`src/rtl/slatch_bank_pkg.sv`:
```
// Shared mode constants and channel-slice helper for the slatch_bank
// register bank.
package slatch_bank_pkg;

    localparam int MODE_DIRECT  = 0;
    localparam int MODE_SHADOW  = 1;
    localparam int STROBE_LEVEL = 0;
    localparam int STROBE_RISE  = 1;

    function automatic int ch_lsb(input int ch, input int width);
        return ch * width;
    endfunction

endpackage

```
`src/rtl/slatch_chan.sv`:
```
// One channel of the latch bank: optional shadow stage, q/qn pair,
// pending and sticky overrun flags.
module slatch_chan
    import slatch_bank_pkg::*;
#(
    parameter int WIDTH      = 16,
    parameter int DOUBLE_BUF = MODE_SHADOW
) (
    input  logic             sys_clk,
    input  logic             reset,
    input  logic             i_load,
    input  logic             i_commit,
    input  logic [WIDTH-1:0] i_d,
    input  logic             i_overrun_clr,
    output logic [WIDTH-1:0] o_q,
    output logic [WIDTH-1:0] o_qn,
    output logic             o_pending,
    output logic             o_overrun
);

    localparam bit SHADOW = (DOUBLE_BUF == MODE_SHADOW);

    logic [WIDTH-1:0] r_stage;
    logic [WIDTH-1:0] r_q;
    logic [WIDTH-1:0] r_qn;
    logic             r_pending;
    logic             r_overrun;

    logic w_commit_q;
    logic w_direct_q;
    logic w_ovr_set;

    // Commit moves the old stage; a coincident load refills the stage.
    assign w_commit_q = SHADOW && i_commit && r_pending;
    assign w_direct_q = !SHADOW && i_load;
    assign w_ovr_set  = SHADOW && i_load && r_pending && !i_commit;

    always_ff @(posedge sys_clk or posedge reset) begin
        if (reset) begin
            r_stage   <= '0;
            r_q       <= '0;
            r_qn      <= '1;
            r_pending <= 1'b0;
            r_overrun <= 1'b0;
        end else begin
            if (w_commit_q) begin
                r_q  <= r_stage;
                r_qn <= ~r_stage;
            end else if (w_direct_q) begin
                r_q  <= i_d;
                r_qn <= ~i_d;
            end
            if (SHADOW && i_load)
                r_stage <= i_d;
            r_pending <= SHADOW && (i_load || (r_pending && !i_commit));
            if (w_ovr_set)
                r_overrun <= 1'b1;
            else if (i_overrun_clr)
                r_overrun <= 1'b0;
        end
    end

    assign o_q       = r_q;
    assign o_qn      = r_qn;
    assign o_pending = r_pending;
    assign o_overrun = r_overrun;

endmodule

```
`src/rtl/slatch_bank.sv`:
```
// Bank of CHANNELS enabled latches sharing one data bus and a strobe
// qualified on sys_clk, with optional shadow/commit group update.
module slatch_bank
    import slatch_bank_pkg::*;
#(
    parameter int WIDTH       = 16,
    parameter int CHANNELS    = 4,
    parameter int DOUBLE_BUF  = MODE_SHADOW,
    parameter int STROBE_EDGE = STROBE_RISE
) (
    input  logic                      sys_clk,
    input  logic                      reset,
    input  logic                      strobe,
    input  logic [CHANNELS-1:0]       en,
    input  logic [WIDTH-1:0]          d,
    input  logic                      commit,
    input  logic                      overrun_clr,
    output logic [CHANNELS*WIDTH-1:0] q,
    output logic [CHANNELS*WIDTH-1:0] qn,
    output logic [CHANNELS-1:0]       pending,
    output logic [CHANNELS-1:0]       overrun
);

    logic r_strobe_d;
    logic w_ld;

    // Reset to 1 so a strobe held high through reset is not an edge.
    always_ff @(posedge sys_clk or posedge reset) begin
        if (reset)
            r_strobe_d <= 1'b1;
        else
            r_strobe_d <= strobe;
    end

    assign w_ld = (STROBE_EDGE == STROBE_RISE) ? (strobe & ~r_strobe_d)
                                               : strobe;

    for (genvar g = 0; g < CHANNELS; g++) begin : g_chan
        localparam int LSB = ch_lsb(g, WIDTH);

        slatch_chan #(
            .WIDTH      (WIDTH),
            .DOUBLE_BUF (DOUBLE_BUF)
        ) u_chan (
            .sys_clk       (sys_clk),
            .reset         (reset),
            .i_load        (w_ld & en[g]),
            .i_commit      (commit),
            .i_d           (d),
            .i_overrun_clr (overrun_clr),
            .o_q           (q[LSB +: WIDTH]),
            .o_qn          (qn[LSB +: WIDTH]),
            .o_pending     (pending[g]),
            .o_overrun     (overrun[g])
        );
    end

endmodule

```
`config.mk`:
```
export PLATFORM = sky130hd
export DESIGN_NAME = slatch_bank
export DESIGN_NICKNAME = d
export VERILOG_FILES = /design/src/rtl/slatch_bank_pkg.sv /design/src/rtl/slatch_chan.sv /design/src/rtl/slatch_bank.sv
export SDC_FILE = /design/constraint.sdc
export NUM_CORES = 1
export LEC_CHECK = 0
export ABC_AREA = 1
export BUFFER_PORTS_ARGS = -buffer_cell sky130_fd_sc_hd__buf_2
export CAP_MARGIN = 20
export CORE_ASPECT_RATIO = 2
export CORE_MARGIN = 2
export CORE_UTILIZATION = 59
export CTS_CLUSTER_DIAMETER = 40
export DETAILED_ROUTE_END_ITERATION = 10
export PLACE_DENSITY = 0.85
export SETUP_SLACK_MARGIN = 0.15
export SLEW_MARGIN = 40
export SYNTH_ARGS = -nofsm -noshare
export SYNTH_HDL_FRONTEND = slang
export SYNTH_SLANG_ARGS = --single-unit
export TNS_END_PERCENT = 30
```
`constraint.sdc`:
```
create_clock -name sys_clk -period 15.59 [get_ports sys_clk]
set_input_delay 1.559 -clock sys_clk [delete_from_list [all_inputs] [get_ports sys_clk]]
set_output_delay 1.559 -clock sys_clk [all_outputs]
set_load 0.01 [all_outputs]
```
==> key figures, run 1 <==
Timing
  • Unrepaired setup endpoints after global routing: no
  • Total negative slack: 0 ns
  • Final Critical Period: 3.13 ns
  • Final Max Slew Viols: 0
  • Final Skew: 0.00931 ns
  • PnR worst setup slack: 12.46 ns
  • Setup-failing EPs final: 0
  • Hold Slack: between 0.4 and 0.5 ns
  • Final period utilization: 20.1%
  • Max-slew headroom: between 40% and 50%
  • Fin. Hold Viols: 0
  • Worst-Margin Slew: a little under 0.8 ns
  • FMAX: between 300 and 400 MHz

Route
  • DRC Markers: 0
  • Wire length per cell: ~17 um
  • Vias/cell: ~5.6
  • Via Count: 6182
  • Iteration-0 DRC Markers: 553
  • Final ANT Viol Nets: 0
  • First-pass detailed-route iteration total: 5
  • Drt total wl: about 19000 um

Critical path
  • CP peak stage delay: 0.66 ns
  • Worst path bufs/invs: 3
  • Critical-path maximum fanout: 69
  • CP arrival: 3.49 ns
  • Setup Crit Path Kind: primary input to register
  • CP Launch Type: primary input
  • Critical Path End Type: register
  • Critical R2R Launch: g_chan[1].u_chan.o_pending
  • Worst Setup SP: commit
  • Crit path top cell by count: nand2_1
  • Slowest-stage cell, CP: nand2_1
  • CP delay by family, top: buffers and inverters
  • Critical Path, Cell by Cell: buf_2, buf_4, nand2_1, buf_4, nand2_1, nand2_1
  • Worst reg2reg setup slack: 13.57 ns
  • Setup crit end: g_chan[1].u_chan.o_q[5]
  • Crit. path cell count: 6
  • Worst reg2reg endpoint: g_chan[1].u_chan.o_q[5]
  • Req. time, crit path: 15.95 ns
  • R2R depth: 4

Clock network
  • Clock tree buffer depth: 3
  • TritonCTS buffer count: 18
  • CTS H-Tree Depth: 1
  • Clk pin slew, worst setup/hold paths: ~0.07 ns
  • CTS Sinks: 201
  • Hold Buf Count CTS: 0
  • Clk_lat worst skew: 0.48 ns
  • Post-CTS resize count: 0
  • Root Buffer: clkbuf_16
  • Setup Buffers After CTS: 0
  • TritonCTS clock tree: done

Logic synthesis
  • Compound-cell area share of the yosys netlist: under 10%
  • Post-synthesis async set-or-reset flop share: between 90% and 100%
  • #FFs+latches synth: 201
  • Yosys cell types: 16
  • Mapped cell area: around 7900 um^2
  • Mux share of post-synthesis cell area: 0%
  • Area leader, netlist: dfrtp_1
  • Syn avg cell area: 9.68 um^2
  • Seq/Total Area, Yosys: 64.9%
  • Syn_nets: 839
  • Top cells by area, synth: dfrtp_1, dfstp_2, nand2_1
  • Most numerous cell in the Yosys netlist: nand2_1
  • Share of Yosys cell area claimed by the top area cell type: 43.2%
  • Adder-Cell Fraction of Synth Area: 0%
  • Commonest cells in the netlist: nand2_1, dfrtp_1, dfstp_2
  • Yosys warns: 0
  • Post-Synth XOR/XNOR Area: 0%
  • Combinational family with the most area after synthesis: simple AND/OR/NAND/NOR gates
  • Post-synth top flop: dfrtp_1
  • Cells after synthesis: just over 800
  • Post-synth EDFFs: 0
  • Synth Area in Simple Gates: 25.7%

Pwr
  • Static Leak: around 5 nW
  • Peak VDD IR: 0.118 mV
  • Switching power: 0.436 mW
  • Power share of the clock group: 29.0%
  • PD cells: about 160 nW/um^2
  • Combinational power share: 19.5%
  • Flop pwr share: 51.5%
  • Switching Share: 29.9%
  • Internal Power: 1.02 mW

GRT
  • Pin count of the biggest net entering global routing: about 150
  • Global-route wire length before repair: 30700 um
  • Congestion Overflow GR: 0
  • Vias in the first global route: a little under 6000
  • Overall routing resource usage: 27.1%
  • Initial antenna violation count: 2

Min path
  • Worst Hold Class: register to register

Place
  • Placed cell count: around 1100
  • Hpwl dp: around 12000 um
  • Port Buf Inserts: 160
  • Gpl congestion: 0.803
  • Setup Slack @ Placement: 12.00 ns

Run status
  • Outcome: complete, no violations

Final layout
  • Diodes inserted: 0
  • Layout cells sized above 1: 27.9%
  • Area growth from synthesis to layout: 15.9%
  • # nets final: 956
  • Non-filler instance count after layout: 1095
  • Final Util: 70.3%

Flow run
  • Max-cap check violation count: 0

Die
  • Core footprint: 13000 um^2
  • Num rows: roughly 60
  • Io pins: 161
  • Die area: 14300 um^2
  • Die height: approximately 170 um
  • Initial core utilization: 60.6%
  • Die Wd: about 86 um
## metrics by stage
stage	total power, mW	cell area, um^2
after floorplan	0.908	7880
after global placement	1.03	8560
after detailed placement	1.05	8570
after CTS	1.47	9130
after global routing	1.54	9130
final	1.46	9130
## worst min path at each step
stage	startpoint	cells past startpoint	slack, ns	endpoint
after detailed placement	g_chan[3].u_chan.r_stage[7]	1	0.43	g_chan[3].u_chan.o_qn[7]
after floorplan	g_chan[0].u_chan.r_stage[0]	1	0.41	g_chan[0].u_chan.o_qn[0]
after global placement	g_chan[1].u_chan.r_stage[0]	1	0.42	g_chan[1].u_chan.o_qn[0]
final	g_chan[1].u_chan.r_stage[10]	1	0.44	g_chan[1].u_chan.o_qn[10]
after global routing	g_chan[1].u_chan.r_stage[10]	1	0.46	g_chan[1].u_chan.o_qn[10]
after CTS	g_chan[1].u_chan.r_stage[10]	1	0.43	g_chan[1].u_chan.o_qn[10]
## per-layer routing
metal / wire length (um) / part of all wire, % / vias up / GRT usage [%]
met5: 11 / 0.058 / - / 0
met4: 673 / 3.6 / 2 / 10.5
met3: 1110 / 5.8 / 46 / 3.30
met2: 9880 / 52 / 244 / 45.1
met1: 7220 / 38 / 2977 / 36.2
li1: - / - / 2913 / -
## kinds of logic after synthesis
group	count (synthesis)
AOI/OAI and AO/OA	68
buffers and inverters	77
DFF	201
and+or+nand+nor	468
## flip-flops by register name, indices dropped and copies added, names as in the netlist
register and flops:
g_chan.u_chan.r_stage 64, g_chan.u_chan.o_q 64, g_chan.u_chan.o_pending 4, g_chan.u_chan.o_overrun 4, g_chan.u_chan.o_qn 64, r_strobe_d 1
## power by group through the flow
stage / combinational, mW / clock (mW) / sequential (mW)
3_3_place_gp: 0.276 / 0 / 0.758
6_report: 0.284 / 0.424 / 0.752
5_1_grt: 0.320 / 0.451 / 0.767
2_1_floorplan: 0.125 / 0 / 0.784
3_5_place_dp: 0.287 / 0 / 0.760
4_1_cts: 0.289 / 0.429 / 0.752
## cell type report
type	count	area [um^2]
multi-input cells	536	2370
flip-flops and latches	201	5110
clock buffers	29	543
clock inverters	3	20.0
inverters	7	41.3
well taps	152	190
repair buffers	167	853
fillers	1036	3860
## worst reg2reg max path, cell delays in order (launching register included)
cell and delay [ns]:
dfrtp_1 0.74, nand2_1 0.60, buf_4 0.42, nand2_1 0.09, nand2_1 0.06
## placed cells by master, fill, tap and decap left out, types with 4 or more instances in the layout
cell type	n
nand3_1	64
o21ai_1	41
clkbuf_16	19
nand3_2	4
dfstp_2	65
dfrtp_1	136
o21ai_0	23
inv_1	5
buf_4	7
nand4_1	64
nand2_1	332
nor2_1	4
o21bai_1	4
clkbuf_1	7
buf_2	160
Power figures use the tool's default switching activity.
==> run 2, diff against run 1 <==
CORE_UTILIZATION = 54   (was 59)
PLACE_DENSITY = 0.79   (was 0.85)
clock period = 3.29 ns   (was 15.59 ns; I/O delays follow)
==> run 2 against run 1 <==
  * The run now ends with negative hold slack left
  * Setup slack lost 11 ns
  * Register-to-register slack got worse by 12 ns
  * Critical path type is now register to output port
  * Wire length rose by 1.3%
  * Clock skew shrank 0.0011 ns
  * Sequential power grew to 4.7 times the previous value
  * Flip-flop and latch count did not move
  * Global-route usage down 1.9 points
  * Highest routed layer unchanged
  * Critical endpoint is now pending[2]
==> key figures, run 2 (same netlist as run 1, synthesis figures left out) <==
Pwr
  • Peak VDD IR: 0.558 mV (+370%)
  • Internal Power: 4.86 mW (+370%)
  • Flop pwr share: 51.5% (about the same)
  • Switching power: 2.05 mW (+370%)
  • Static Leak: 4.89 nW (+0.66%)
  • PD cells: 748 nW/um^2 (+370%)
  • Switching Share: 29.6% (-0.22 points)
  • Power share of the clock group: 29.0% (about the same)
  • Combinational power share: 19.5% (about the same)

Die
  • Die height: 175 um (+4.4%)
  • Initial core utilization: 54.9% (-5.7 points)
  • Io pins: 161 (unchanged)
  • Num rows: 62 (+5.1%)
  • Core footprint: 14400 um^2 (+10%)
  • Die Wd: 89.4 um (+4.3%)
  • Die area: 15600 um^2 (+8.9%)

Clock network
  • CTS H-Tree Depth: 1 (unchanged)
  • Root Buffer: clkbuf_16
  • CTS Sinks: 201 (unchanged)
  • Clk_lat worst skew: 0.47 ns (about the same)
  • Clk pin slew, worst setup/hold paths: 0.07 ns (about the same)
  • Clock tree buffer depth: 3 (unchanged)
  • TritonCTS buffer count: 18 (unchanged)
  • Setup Buffers After CTS: 0 (unchanged)
  • Hold Buf Count CTS: 0 (unchanged)
  • Post-CTS resize count: 0 (unchanged)
  • TritonCTS clock tree: done

GRT
  • Vias in the first global route: 5798 (-0.91%)
  • Congestion Overflow GR: 0 (unchanged)
  • Pin count of the biggest net entering global routing: 110 (-26%)
  • Global-route wire length before repair: 30600 um (-0.54%)
  • Overall routing resource usage: 25.2% (-1.9 points)
  • Initial antenna violation count: 1 (-1)

Timing
  • Final Skew: 0.00822 ns (-0.00109 ns)
  • Setup-failing EPs final: 0 (unchanged)
  • Total negative slack: 0 ns (unchanged)
  • Fin. Hold Viols: 12 (+12)
  • Final Max Slew Viols: 0 (unchanged)
  • FMAX: 539 MHz
  • Max-slew headroom: 53.6% (+6.0 points)
  • Worst-Margin Slew: 0.697 ns (-0.0907 ns)
  • Unrepaired setup endpoints after global routing: no
  • Final period utilization: 56.4%
  • Hold Slack: -0.0222 ns (-0.458 ns)
  • Final Critical Period: 1.86 ns

Route
  • Via Count: 6096 (-1.4%)
  • Wire length per cell: 16.8 um (-2.6%)
  • DRC Markers: 0 (unchanged)
  • Final ANT Viol Nets: 0 (unchanged)
  • Drt total wl: 19100 um (+1.3%)
  • First-pass detailed-route iteration total: 5 (unchanged)
  • Vias/cell: 5.35 (-5.2%)
  • Iteration-0 DRC Markers: 490 (-11%)

Final layout
  • Commonest non-fill, non-tap cells in the layout: nand2_1, buf_2, dfrtp_1
  • Leading cell type in the layout, fill and taps excluded: nand2_1
  • Fillers: 1180 (+14%)
  • Diodes inserted: 0 (unchanged)
  • Non-Filler Cell Area, Final: 9230 um^2 (+1.1%)
  • Area growth from synthesis to layout: 17.2%
  • # nets final: 960 (+0.42%)
  • Final Util: 64.3% (-5.9 points)
  • Layout cells sized above 1: 28.2% (+0.30 points)

Min path
  • Worst Hold Class: primary input to async pin

Place
  • Hpwl dp: 12700 um (+3.3%)
  • Placed cell area: 8670 um^2 (+1.2%)
  • Gpl congestion: 0.796 (-0.83%)
  • Port Buf Inserts: 160 (unchanged)

Critical path
  • Req. time, crit path: 2.96 ns (-12.99 ns)
  • CP delay by family, top: flip-flops
  • Setup Crit Path Kind: register to output port
  • Critical Path End Type: output port
  • CP peak stage delay: 0.79 ns (+0.13 ns)
  • Worst path bufs/invs: 1 (-2)
  • Critical-path maximum fanout: 19 (-72%)
  • Slowest-stage cell, CP: dfrtp_1
  • CP Launch Type: register
  • CP arrival: 1.53 ns (-1.96 ns)
  • Critical Path, Cell by Cell: buf_2

Flow run
  • Max-cap check violation count: 0 (unchanged)

Run status
  • Failing checks: negative hold slack
  • Outcome: finished, violations left
==> run 2: per-layer routing <==
layer | global-route usage (%) | wire length (um)
met1 | 34.6 | 7350
met3 | 3.07 | 1280
met5 | 0 | 11
met4 | 9.58 | 664
met2 | 40.6 | 9840
==> run 2: layout make-up <==
type	count	area, um^2	share of cell area, %
clock buffer	29	543	5.88
clock inverter	3	18.8	0.203
inverter	7	31.3	0.339
multi-input combinational	536	2370	25.7
sequential	201	5110	55.4
tap	192	240	2.60
timing repair buffer	171	916	9.92
==> run 2: power groups by stage <==
stage / logic, mW / registers (mW) / clock network, mW
finish: 1.35 / 3.56 / 2.00
detailed placement: 1.37 / 3.59 / 0
global route: 1.53 / 3.63 / 2.15
floorplan: 0.591 / 3.71 / 0
global placement: 1.32 / 3.59 / 0
CTS: 1.37 / 3.56 / 2.04
==> run 2: path summary, 6_finish.rpt <==
kind / from / to / slack (ns) / depth (start not counted)
worst max-delay path: g_chan[2].u_chan.o_pending / pending[2] / 1.43 / 1
worst min-delay path: reset / g_chan[3].u_chan.o_q[5] / -0.02 / 3
worst max register to register: r_strobe_d / g_chan[0].u_chan.r_stage[3] / 1.43 / 4
worst min register to register: g_chan[3].u_chan.r_stage[6] / g_chan[3].u_chan.o_qn[6] / 0.44 / 1
max in group asynchronous: reset / g_chan[0].u_chan.o_qn[1] / 2.41 / 4
min in group sys_clk: d[12] / g_chan[3].u_chan.r_stage[12] / 0.17 / 3
==> run 2: per-stage QoR <==
step / worst slack (ns) / cells / hold slack [ns] / power (mW)
floorplan: 0.412 / 814 / 0.333 / 4.30
global placement: 1.45 / 1106 / 0.425 / 4.91
detailed placement: 1.39 / 1107 / 0.434 / 4.96
CTS: 1.43 / 1139 / 0.00448 / 6.98
global route: 1.25 / 1139 / 0.0207 / 7.31
finish: 1.43 / 1139 / -0.0222 / 6.91
==> run 3, diff against run 2 <==
clock period = 1.9 ns   (was 3.29 ns; I/O delays follow)
==> run 3 against run 2 <==
  * The run now ends clean
  * Final cell count grew 0.61%
  * Die area is the same
  * Critical path type unchanged
  * Design area grew 0.61%
  * Wire length shrank 0.39%
  * First-iteration DRC count shrank 32%
  * Via count grew 0.84%
  * Count of clock-buffer cells in the layout shrank 2
  * Sequential share of layout area shrank 0.34 points
  * Worst hold slack gained 0.059 ns
  * Combinational power grew 77%
==> key figures, run 3 (same netlist as run 1, synthesis figures left out) <==
Run status
  • Outcome: complete, no violations

GRT
  • Congestion Overflow GR: 0 (unchanged)
  • Global-route wire length before repair: 30400 um (-0.43%)
  • Overall routing resource usage: 25.1% (about the same)
  • Pin count of the biggest net entering global routing: 78 (-29%)
  • Initial antenna violation count: 1 (unchanged)
  • Vias in the first global route: 5855 (+0.98%)

Final layout
  • Diodes inserted: 0 (unchanged)
  • Layout cells sized above 1: 28.6% (+0.42 points)
  • # nets final: 970 (+1.0%)
  • Commonest non-fill, non-tap cells in the layout: nand2_1, buf_2, dfrtp_1
  • Leading cell type in the layout, fill and taps excluded: nand2_1
  • FF/Latch Area: 5110 um^2 (unchanged)
  • Final Util: 64.7% (+0.39 points)
  • Area growth from synthesis to layout: 17.9%
  • Fillers: 1205 (+2.1%)
  • Multi-input logic area: 2370 um^2 (unchanged)

Die
  • Io pins: 161 (unchanged)
  • Die height: 175 um (unchanged)
  • Die Wd: 89.4 um (unchanged)
  • Initial core utilization: 54.9% (unchanged)
  • Num rows: 62 (unchanged)
  • Core footprint: 14400 um^2 (unchanged)
  • Die area: 15600 um^2 (unchanged)

Critical path
  • Critical Path End Type: output port
  • CP Launch Type: register
  • CP peak stage delay: 0.54 ns (-0.25 ns)
  • Req. time, crit path: 1.71 ns (-1.25 ns)
  • Slowest-stage cell, CP: dfrtp_1
  • Critical-path maximum fanout: 12 (-7)
  • Setup Crit Path Kind: register to output port
  • Critical Path, Cell by Cell: buf_4, buf_2
  • CP arrival: 1.42 ns (-0.11 ns)

Pwr
  • PD cells: 1260 nW/um^2 (+69%)
  • Static Leak: 4.92 nW (+0.70%)
  • Peak VDD IR: 0.707 mV (+27%)

Route
  • Vias/cell: 5.36 (+0.22%)
  • Iteration-0 DRC Markers: 334 (-32%)
  • Drt total wl: 19100 um (-0.39%)
  • Wire length per cell: 16.6 um (-1.0%)
  • Final ANT Viol Nets: 0 (unchanged)
  • First-pass detailed-route iteration total: 5 (unchanged)
  • DRC Markers: 0 (unchanged)
  • Via Count: 6147 (+0.84%)

Timing
  • Unrepaired setup endpoints after global routing: no
  • Setup-failing EPs final: 0 (unchanged)
  • Final Max Slew Viols: 0 (unchanged)
  • Fin. Hold Viols: 0 (-12)
  • Final Skew: 0.00599 ns (-0.00223 ns)
  • Worst-Margin Slew: 0.478 ns (-0.219 ns)
  • PnR worst setup slack: 0.290 ns (-1.14 ns)
  • Final Critical Period: 1.61 ns
  • Max-slew headroom: 68.1% (+15 points)
  • Final period utilization: 84.8%
  • FMAX: between 600 and 700 MHz

Flow run
  • Max-cap check violation count: 0 (unchanged)

Clock network
  • Clk pin slew, worst setup/hold paths: 0.07 ns (about the same)
  • CTS H-Tree Depth: 1 (unchanged)
  • TritonCTS clock tree: done
  • TritonCTS buffer count: 17 (-1)
  • Clock tree buffer depth: 3 (unchanged)
  • Root Buffer: clkbuf_16
  • Setup Buffers After CTS: 0 (unchanged)
  • CTS Sinks: 201 (unchanged)
  • Clk_lat worst skew: 0.46 ns (about the same)

Place
  • Port Buf Inserts: 160 (unchanged)
  • Hpwl dp: 13200 um (+3.4%)
  • Setup Slack @ Placement: 0.105 ns (-1.28 ns)
  • Gpl congestion: 0.823 (+3.3%)

Min path
  • Worst Hold Class: primary input to register
==> run 3: repair_timing <==
| item | in CTS | in global routing |
|---|---|---|
| gates resized for setup | 1 | 0 |
| hold endpoints to repair | 64 | 0 |
| hold buffers | 1 | 0 |
| setup endpoints to repair | 62 | 0 |
==> run 3: per-stage QoR <==
| stage | instances | instance area (um^2) | hold WS, ns | TNS [ns] | total power, mW |
|---|---|---|---|---|---|
| 3_5_place_dp | 1117 | 8770 | 0.146 | 0 | 8.62 |
| 4_1_cts | 1146 | 9290 | 0.0303 | 0 | 11.9 |
| 2_1_floorplan | 814 | 7880 | 0.194 | -126.61 | 7.45 |
| 5_1_grt | 1146 | 9290 | 0.0387 | 0 | 12.4 |
| 3_3_place_gp | 1117 | 8770 | 0.149 | 0 | 8.54 |
| 6_report | 1146 | 9290 | 0.0365 | 0 | 11.7 |
==> run 3: area by class of cell <==
class	instances	share of cell area, %
clock buffers	27	5.31
clock inverters	1	0.0943
repair buffers	182	11.1
flip-flops and latches	201	55.0
well taps	192	2.59
multi-input cells	536	25.5
inverters	7	0.350
==> run 3: power by group <==
group | switching (mW) | internal, mW
Combinational | 1.42 | 0.977
Sequential | 0.631 | 5.50
Clock | 1.43 | 1.78
==> run 3: routing by layer <==
| layer | wire (um) | GRT usage [%] | part of all wire, % |
|---|---|---|---|
| met1 | 7500 | 34.5 | 39 |
| met2 | 9660 | 40.2 | 51 |
| met3 | 1130 | 3.45 | 5.9 |
| met4 | 769 | 9.95 | 4.0 |
| met5 | 11 | 0 | 0.058 |
==> run 3: critical path, delay by kind of cell, from the launching register on <==
kind	cells	cell delay, ns
buffers and inverters	2	0.42
flip-flops	1	0.54
==> run 3: worst paths after layout <==
path                                             startpoint                            to  slack [ns]  cells after the start
worst max-delay path             g_chan[2].u_chan.o_pending                    pending[2]        0.29                      2
worst min-delay path                                  d[15]  g_chan[2].u_chan.r_stage[15]        0.04                      3
worst max register to register                   r_strobe_d   g_chan[3].u_chan.r_stage[9]        0.40                      4
worst min register to register  g_chan[3].u_chan.r_stage[9]      g_chan[3].u_chan.o_qn[9]        0.44                      1
max in group asynchronous                             reset     g_chan[0].u_chan.o_qn[11]        1.02                      4
min in group asynchronous                             reset       g_chan[3].u_chan.o_q[8]        0.21                      3
